## src/rtl/alu_arbiter_if.sv

```systemverilog
`default_nettype none
// +--------------------------------------------------------------------------+
// | alu_arbiter_if : two-requester operation bus + response bus              |
// | Optional: ALU_ZERO_FLAG_EN adds rsp_zero.   Rev 1.0                      |
// +--------------------------------------------------------------------------+
interface alu_arbiter_if;
   logic       req0_valid;
   logic       req1_valid;
   logic       req0_ready;
   logic       req1_ready;
   logic [2:0] req0_op;
   logic [2:0] req1_op;
   logic [3:0] req0_a;
   logic [3:0] req0_b;
   logic [3:0] req1_a;
   logic [3:0] req1_b;
   logic       rsp_valid;
   logic       rsp_ready;
   logic       rsp_id;
   logic [3:0] rsp_data;
`ifdef ALU_ZERO_FLAG_EN
   logic       rsp_zero;
`endif
   logic       busy;

   modport master (
      output req0_valid, req1_valid, req0_op, req1_op,
             req0_a, req0_b, req1_a, req1_b, rsp_ready,
`ifdef ALU_ZERO_FLAG_EN
      input  rsp_zero,
`endif
      input  req0_ready, req1_ready, rsp_valid, rsp_id, rsp_data, busy
   );

   modport slave (
      input  req0_valid, req1_valid, req0_op, req1_op,
             req0_a, req0_b, req1_a, req1_b, rsp_ready,
`ifdef ALU_ZERO_FLAG_EN
      output rsp_zero,
`endif
      output req0_ready, req1_ready, rsp_valid, rsp_id, rsp_data, busy
   );
endinterface
`default_nettype wire

```

## src/rtl/alu_arbiter.sv

```systemverilog
`default_nettype none
// +--------------------------------------------------------------------------+
// | alu_arbiter : round-robin arbiter for two requesters sharing a 4-bit ALU |
// | Optional: ALU_ZERO_FLAG_EN adds rsp_zero.   Rev 1.0                      |
// +--------------------------------------------------------------------------+

module alu4 (
   input  wire  [3:0] A,
   input  wire  [3:0] B,
   input  wire        L,
   input  wire        M,
   input  wire        N,
   output logic [3:0] S
);
   always_comb begin
      S = 4'd0;
      case ({L, M, N})
         3'b000: S = 4'd0 - A;
         3'b001: S = 4'd0 - B;
         3'b010: S = A + B;
         3'b011: S = A - B;
         3'b100: S = A & B;
         3'b101: S = A | B;
         3'b110: S = A * B;   // 4-bit context keeps only the low nibble
         3'b111: S = A ^ B;
         default: S = 4'd0;
      endcase
   end
endmodule

module alu_arbiter (
   input wire           clk,
   input wire           rst_n,
   alu_arbiter_if.slave bus
);
   typedef enum logic [1:0] {
      IDLE = 2'd0,
      EXEC = 2'd1,
      RESP = 2'd2
   } state_t;

   state_t     r_state;
   state_t     w_state_nxt;
   logic       w_any_valid;
   logic       w_gnt_id;
   logic       w_accept;
   logic       w_exec;
   logic       w_rsp_hs;
   logic       w_ready0;
   logic       w_ready1;
   logic [3:0] w_alu_s;
   logic [2:0] r_op;
   logic [3:0] r_a;
   logic [3:0] r_b;
   logic       r_gnt_id;
   logic       r_last_grant;
   logic       r_rsp_valid;
   logic       r_rsp_id;
   logic [3:0] r_rsp_data;
`ifdef ALU_ZERO_FLAG_EN
   logic       r_rsp_zero;
`endif

   // On a tie the requester not served last wins; a lone requester always wins.
   assign w_any_valid = bus.req0_valid | bus.req1_valid;
   assign w_gnt_id    = (bus.req0_valid & bus.req1_valid) ? ~r_last_grant : bus.req1_valid;

   always_ff @(posedge clk) begin
      if (!rst_n) r_state <= IDLE;
      else        r_state <= w_state_nxt;
   end

   always_comb begin
      w_state_nxt = r_state;
      w_accept    = 1'b0;
      w_exec      = 1'b0;
      w_rsp_hs    = 1'b0;
      w_ready0    = 1'b0;
      w_ready1    = 1'b0;
      case (r_state)
         IDLE: begin
            if (w_any_valid) begin
               w_accept    = 1'b1;
               w_ready0    = ~w_gnt_id;
               w_ready1    = w_gnt_id;
               w_state_nxt = EXEC;
            end
         end
         EXEC: begin
            w_exec      = 1'b1;
            w_state_nxt = RESP;
         end
         RESP: begin
            if (bus.rsp_ready) begin
               w_rsp_hs    = 1'b1;
               w_state_nxt = IDLE;
            end
         end
         default: w_state_nxt = IDLE;
      endcase
   end

   alu4 u_alu (
      .S (w_alu_s),
      .A (r_a),
      .B (r_b),
      .L (r_op[2]),
      .M (r_op[1]),
      .N (r_op[0])
   );

   always_ff @(posedge clk) begin
      if (!rst_n) begin
         r_op         <= 3'd0;
         r_a          <= 4'd0;
         r_b          <= 4'd0;
         r_gnt_id     <= 1'b0;
         r_last_grant <= 1'b1;
         r_rsp_valid  <= 1'b0;
         r_rsp_id     <= 1'b0;
         r_rsp_data   <= 4'd0;
`ifdef ALU_ZERO_FLAG_EN
         r_rsp_zero   <= 1'b0;
`endif
      end else begin
         if (w_accept) begin
            r_gnt_id <= w_gnt_id;
            r_op     <= w_gnt_id ? bus.req1_op : bus.req0_op;
            r_a      <= w_gnt_id ? bus.req1_a  : bus.req0_a;
            r_b      <= w_gnt_id ? bus.req1_b  : bus.req0_b;
         end
         if (w_exec) begin
            r_rsp_valid <= 1'b1;
            r_rsp_id    <= r_gnt_id;
            r_rsp_data  <= w_alu_s;
`ifdef ALU_ZERO_FLAG_EN
            r_rsp_zero  <= (w_alu_s == 4'd0);
`endif
         end
         if (w_rsp_hs) begin
            r_rsp_valid  <= 1'b0;
            r_last_grant <= r_rsp_id;
         end
      end
   end

   // Readies and busy are forced low while reset is held, even before the edge.
   assign bus.req0_ready = w_ready0 & rst_n;
   assign bus.req1_ready = w_ready1 & rst_n;
   assign bus.busy       = (r_state != IDLE) & rst_n;
   assign bus.rsp_valid  = r_rsp_valid;
   assign bus.rsp_id     = r_rsp_id;
   assign bus.rsp_data   = r_rsp_data;
`ifdef ALU_ZERO_FLAG_EN
   assign bus.rsp_zero   = r_rsp_zero;
`endif
endmodule
`default_nettype wire

```

## src/flat_wrapper.sv

```systemverilog
// flat-port wrapper written by rule: the top's interface ports become plain ports
module alu_arbiter_flat 
  (clk, rst_n, bus_req0_valid, bus_req1_valid, bus_req0_op, bus_req1_op, bus_req0_a, bus_req0_b, bus_req1_a, bus_req1_b, bus_rsp_ready, bus_req0_ready, bus_req1_ready, bus_rsp_valid, bus_rsp_id, bus_rsp_data, bus_busy);
  alu_arbiter_if bus_i ();
  input wire clk;
  input wire rst_n;
  input wire logic [$bits(bus_i.req0_valid)-1:0] bus_req0_valid;
  input wire logic [$bits(bus_i.req1_valid)-1:0] bus_req1_valid;
  input wire logic [$bits(bus_i.req0_op)-1:0] bus_req0_op;
  input wire logic [$bits(bus_i.req1_op)-1:0] bus_req1_op;
  input wire logic [$bits(bus_i.req0_a)-1:0] bus_req0_a;
  input wire logic [$bits(bus_i.req0_b)-1:0] bus_req0_b;
  input wire logic [$bits(bus_i.req1_a)-1:0] bus_req1_a;
  input wire logic [$bits(bus_i.req1_b)-1:0] bus_req1_b;
  input wire logic [$bits(bus_i.rsp_ready)-1:0] bus_rsp_ready;
  output wire logic [$bits(bus_i.req0_ready)-1:0] bus_req0_ready;
  output wire logic [$bits(bus_i.req1_ready)-1:0] bus_req1_ready;
  output wire logic [$bits(bus_i.rsp_valid)-1:0] bus_rsp_valid;
  output wire logic [$bits(bus_i.rsp_id)-1:0] bus_rsp_id;
  output wire logic [$bits(bus_i.rsp_data)-1:0] bus_rsp_data;
  output wire logic [$bits(bus_i.busy)-1:0] bus_busy;
  assign bus_i.req0_valid = bus_req0_valid;
  assign bus_i.req1_valid = bus_req1_valid;
  assign bus_i.req0_op = bus_req0_op;
  assign bus_i.req1_op = bus_req1_op;
  assign bus_i.req0_a = bus_req0_a;
  assign bus_i.req0_b = bus_req0_b;
  assign bus_i.req1_a = bus_req1_a;
  assign bus_i.req1_b = bus_req1_b;
  assign bus_i.rsp_ready = bus_rsp_ready;
  assign bus_req0_ready = bus_i.req0_ready;
  assign bus_req1_ready = bus_i.req1_ready;
  assign bus_rsp_valid = bus_i.rsp_valid;
  assign bus_rsp_id = bus_i.rsp_id;
  assign bus_rsp_data = bus_i.rsp_data;
  assign bus_busy = bus_i.busy;
  alu_arbiter u_core (.clk(clk), .rst_n(rst_n), .bus(bus_i));
endmodule
```

## config.mk

```make
export PLATFORM = sky130hd
export DESIGN_NAME = alu_arbiter_flat
export DESIGN_NICKNAME = d
export VERILOG_FILES = /design/src/rtl/alu_arbiter_if.sv /design/src/rtl/alu_arbiter.sv /design/src/flat_wrapper.sv
export SDC_FILE = /design/constraint.sdc
export NUM_CORES = 1
export LEC_CHECK = 0
export BUFFER_PORTS_ARGS = -buffer_cell sky130_fd_sc_hd__buf_2
export CORE_UTILIZATION = 54
export DETAILED_ROUTE_END_ITERATION = 12
export PLACE_DENSITY = 0.79
export SYNTH_ARGS = -nofsm -noshare
export SYNTH_HDL_FRONTEND = slang
export SYNTH_SLANG_ARGS = --single-unit
export TNS_END_PERCENT = 30
```

## constraint.sdc

```tcl
create_clock -name clk -period 2.9 [get_ports clk]
set_input_delay 0.58 -clock clk [delete_from_list [all_inputs] [get_ports clk]]
set_output_delay 0.58 -clock clk [all_outputs]
set_load 0.005 [all_outputs]
```

==> results of run 1 <==
cell families after synthesis:
logic type | Yosys count | share of synthesized area (%)
AND/OR/NAND/NOR | 65 | 20.74
AO/OA/AOI/OAI | 47 | 20.89
buffers and inverters | 22 | 6.208
flip-flops | 21 | 25.44
adder cells (fa/ha/maj) | 18 | 14.08
XOR/XNOR | 11 | 5.829
multiplexers | 10 | 6.813
metrics by stage:
stage	area, um2	std cells
after floorplan	1653	194
after global placement	1854	257
after detailed placement	1854	257
after CTS	1881	261
after global routing	1881	261
final	1881	261
synthesized netlist by cell type (all sizes together):
master | number | area [um2]
and2b | 1 | 7.510
nor2 | 14 | 55.06
a21boi | 3 | 33.79
and2 | 3 | 21.27
a31oi | 1 | 6.260
ha | 17 | 212.7
a211oi | 1 | 7.510
inv | 14 | 52.55
nor4 | 1 | 6.260
xnor2 | 9 | 78.83
mux2i | 9 | 90.09
a211o | 1 | 8.760
o21a | 3 | 22.52
a222oi | 5 | 50.05
fa | 1 | 20.02
dfxtp | 21 | 420.4
buf | 6 | 42.54
nand2b | 6 | 37.54
nor3 | 4 | 25.02
nand3 | 2 | 10.01
and3 | 1 | 6.260
nand2 | 19 | 71.32
xor2 | 2 | 17.52
nand3b | 1 | 7.510
o21ai | 13 | 68.81
a32oi | 1 | 8.760
nor3b | 2 | 26.28
o211a | 5 | 50.05
a21oi | 9 | 45.04
clkbuf | 2 | 7.510
mux4 | 1 | 22.52
a22o | 4 | 35.03
nor2b | 11 | 68.82
a221oi | 1 | 8.760
layer usage:
metal	up-vias	part of all wire, %	GRT usage (%)
met5	-	0	0
met1	688	48	35.93
met4	0	0.98	6.272
met3	5	5.1	2.721
met2	47	46	42.52
li1	750	-	-
worst max-delay path, stage by stage (launching register included):
cell and delay [ns]:
dfxtp_1 0.49, inv_1 0.14, ha_1 0.31, nand2_1 0.05
o21ai_0 0.14, fa_1 0.43, xnor2_1 0.14, a22o_1 0.18
a221oi_1 0.31, a211o_1 0.16, a21boi_1 0.06
area by class of cell:
cell class,instances,area [um2]
Clock buffer,4,26.28
Fill cell,252,948.4
Inverter,14,52.55
Multi-Input combinational cell,151,1130
Sequential cell,21,420.4
Tap cell,31,38.79
Timing Repair Buffer,40,212.7
registers in the layout (all words and copies together) (netlist names):
register	cells
u_core.bus.rsp_valid	1
u_core.r_a	4
u_core.bus.rsp_data	4
u_core.r_b	4
u_core.bus.rsp_id	1
u_core.r_gnt_id	1
u_core.r_state	2
u_core.r_last_grant	1
u_core.r_op	3
power breakdown:
part / switching, uW / internal [uW]
Clock: 92.2 / 53.8
Sequential: 31.6 / 317
Combinational: 177 / 161
path summary, 6_finish.rpt:
check | start | end | slack, ns | cells after the start
worst min register to register | u_core.r_gnt_id$_SDFFE_PN0P_ | u_core.bus.rsp_id$_SDFFE_PN0N_ | 0.48 | 2
worst max register to register | u_core.r_b[0]$_SDFFE_PN0P_ | u_core.bus.rsp_data[2]$_SDFFE_PN0N_ | 0.40 | 10
worst min-delay path | u_core.r_gnt_id$_SDFFE_PN0P_ | u_core.bus.rsp_id$_SDFFE_PN0N_ | 0.48 | 2
worst max-delay path | u_core.r_b[0]$_SDFFE_PN0P_ | u_core.bus.rsp_data[2]$_SDFFE_PN0N_ | 0.40 | 10
==> run metrics, run 1 <==
vias 1490; drt pass-1 iters 4; RSZ-0062 raised after global routing false; clock slew at reported path FFs 0.12 ns; total die area 3286 um2; Mean Syn Cell Area 8.520 um2; Area growth, synth to finish 13.78%; initial core utilization 58.43%; post-DP HPWL 2977 um; Mapped Cells 194; Slew headroom 68.85%; initial drt markers 64; clock root cell clkbuf_4; Power, Total 831.6 uW; I/O pin cnt 36; Final Hold Fails 0; largest net degree at the start of global routing 25; worst hold margin 0.4814 ns; Die X 57.33 um; CTS sink count 21; total grt overflow 0; Yosys cell types 43; Place WS 0.5274 ns; most frequent cells in the layout buf_2, dfxtp_1, nand2_1; Max Transition Viols Final 0; residual DRC count 0; Seq/Total Area, Yosys 25.44%; CTS max path bufs 2; PnR worst setup slack 0.4029 ns; hold_buf cts 0; Num CTS Buffers 3; final setup fails 0; Setup Buffers After CTS 0; DR WL/cell 14.86 um; first-pass GRT wire length 6575 um; GP Congestion 0.9419; setup_tns 0 ns; global-route usage over all layers 25.66%; warnings from Yosys 0; PortBufs 35; worst-skew pair later-pin latency 0.31 ns; status completed; CP Class flop to flop; DR vias/cell 5.709; Layout Skew 0.005758 ns; Crit. End Element flop; Placeable Area 2829 um2; post-synthesis register bit count 21; maxcap violations 0; fmax 400.5 MHz; total routed wirelength 3879 um; area of the mapped netlist 1653 um2; Worst setup SP type flop; Pwr per Cell Area 442.2 nW/um2; Final ANT Viol Nets 0; H-tree depth 1; initial antenna violation count 0; Die Ht 57.33 um; worst slew pin tran 0.4663 ns; commonest non-fill, non-tap cell in the layout buf_2; LEAKAGE 0.0008922 uW; post_cts resized 0; # rows 19; CP required 3.12 ns; period utilization 86.11%; Final nets 276; vias in the first global route 1398; critical path fanouts, max 7; min Tclk post-route 2.497 ns; Syn Nets 239; CTS tree done; WP data arrival 2.72 ns; Worst VDD drop 0.0003768 V; fraction of layout cells with a size suffix above 1 21.74%; Ant. Diodes 0; HP Class flop to flop; final core area utilization 66.48%
(Power assumes the default switching activity.)
==> inputs of run 2 (changes only) <==
- CORE_UTILIZATION: 54 -> 35
- PLACE_DENSITY: 0.79 -> default
==> run 2 against run 1 <==
  * The run now ends with design-rule violations left
  * Clock power rose by 30%
  * Utilization fell by 23 points
  * Global-route usage fell by 9.4 points
  * Largest power group unchanged
  * Highest routed layer unchanged
==> run metrics, run 2 (synthesized netlist as in run 1, its figures left out) <==
Num CTS Buffers 3 (unchanged); Final Hold Fails 0 (unchanged); hold_buf cts 0 (unchanged); GP Congestion 0.8878 (-5.7%); post_cts resized 0 (unchanged); Area growth, synth to finish 15.59%; fraction of layout cells with a size suffix above 1 21.05% (-0.69 points); period utilization 81.94% (-4.2 points); vias in the first global route 1348 (-3.6%); fmax 420.8 MHz (+5.1%); min Tclk post-route 2.376 ns (-0.1208 ns); CTS max path bufs 2 (unchanged); vias 1482 (-0.54%); total grt overflow 0 (unchanged); maxcap violations 0 (unchanged); Worst VDD drop 0.0002522 V (-33%); residual DRC count 2 (+2); Placeable Area 4444 um2 (+57%); crit path cell chain inv_1, ha_1, nand2_1, o21ai_0, fa_1, xnor2_1, a22o_1, a221oi_1, a211o_1, a21boi_1; Final nets 274 (-0.72%); setup_tns 0 ns (unchanged); Multi-input gate area 1130 um2 (unchanged); final setup fails 0 (unchanged); PnR worst setup slack 0.5238 ns (+0.1208 ns); fillers 463 (+84%); CTS sink count 21 (unchanged); Pwr per Cell Area 453.2 nW/um2 (+2.5%); worst-skew pair later-pin latency 0.26 ns (-0.05 ns); critical path fanouts, max 7 (unchanged); clock slew at reported path FFs 0.07 ns (-0.05 ns); final core area utilization 42.99% (-23 points); RSZ-0062 raised after global routing false; Layout Skew 0.0009990 ns (-0.004759 ns); register area 420.4 um2 (unchanged); first-pass GRT wire length 6568 um (-0.11%); critical path's top delay family compound AO/OA/AOI/OAI gates; Die X 70.72 um (+23%); total die area 5001 um2 (+52%); H-tree depth 1 (unchanged); HP Class flop to flop; post-DP HPWL 3015 um (+1.3%); violated checks design-rule violations; initial antenna violation count 0 (unchanged); Worst setup SP type flop; initial core utilization 37.19% (-21 points); DR WL/cell 13.62 um (-8.4%); status complete, but fails checks; LEAKAGE 0.0008896 uW (-0.30%); Slew headroom 72.40% (+3.6 points); crit path max-delay cell type dfxtp_1; total routed wirelength 3813 um (-1.7%); clock root cell clkbuf_8; Power, Total 865.9 uW (+4.1%); Setup Buffers After CTS 0 (unchanged); Max Transition Viols Final 0 (unchanged); CP bufs+invs 1 (unchanged); largest net degree at the start of global routing 25 (unchanged); Die Ht 70.72 um (+23%); I/O pin cnt 36 (unchanged); # rows 24 (+5); CP required 3.05 ns (-0.07 ns); PortBufs 35 (unchanged); CTS tree done; CP max stage delay 0.47 ns (-0.02 ns); WP data arrival 2.53 ns (-0.19 ns); Final ANT Viol Nets 0 (unchanged); commonest non-fill, non-tap cell in the layout buf_2; Ant. Diodes 0 (unchanged); global-route usage over all layers 16.28% (-9.4 points); Crit. End Element flop; CP Class flop to flop; most frequent cells in the layout buf_2, dfxtp_1, nand2_1; Place WS 0.5322 ns (+0.004848 ns); worst slew pin tran 0.4134 ns (-0.05288 ns); initial drt markers 72 (+13%); drt pass-1 iters 9 (+5); DR vias/cell 5.293 (-7.3%)
==> run 2: area by class of cell <==
type,count,share of cell area (%)
repair buffers,38,10.35
clock buffers,4,2.358
inverters,14,2.750
well taps,52,3.405
flip-flops and latches,21,22.00
multi-input cells,151,59.14
==> run 2: final timing paths <==
check	startpoint	endpoint	slack, ns	cells after the start
hold reg to reg	u_core.bus.rsp_data[2]$_SDFFE_PN0N_	u_core.bus.rsp_data[2]$_SDFFE_PN0N_	0.46	2
hold / removal	u_core.bus.rsp_data[2]$_SDFFE_PN0N_	u_core.bus.rsp_data[2]$_SDFFE_PN0N_	0.46	2
setup reg to reg	u_core.r_b[0]$_SDFFE_PN0P_	u_core.bus.rsp_data[2]$_SDFFE_PN0N_	0.52	10
setup / recovery	u_core.r_b[0]$_SDFFE_PN0P_	u_core.bus.rsp_data[2]$_SDFFE_PN0N_	0.52	10
==> run 2: tightest hold or removal path, cell delays in order (launching register included) <==
cell,delay [ns]
dfxtp_1,0.31
nand2_1,0.05
a21boi_1,0.05
==> run 2: stage by stage <==
stage	area, um2	cells	hold WS (ns)
4_1_cts	1911	280	0.4624
3_3_place_gp	1866	276	0.4480
2_1_floorplan	1653	194	0.4414
3_5_place_dp	1866	276	0.4518
6_report	1911	280	0.4578
5_1_grt	1911	280	0.4891
==> run 2: per-layer routing <==
layer,GRT usage [%],up-vias,routed length (um)
met5,0,-,0
met4,2.667,0,21
met3,2.564,2,131
met2,25.85,34,1736
met1,23.62,698,1923
li1,-,748,-
==> run 2: power by group <==
| part | internal (uW) | leakage (uW) | total (uW) | switching, uW |
|---|---|---|---|---|
| sequential | 316 | 0.000173 | 357 | 40.3 |
| clock | 97.8 | 0.0000228 | 190 | 92.4 |
| combinational | 156 | 0.000694 | 319 | 163 |
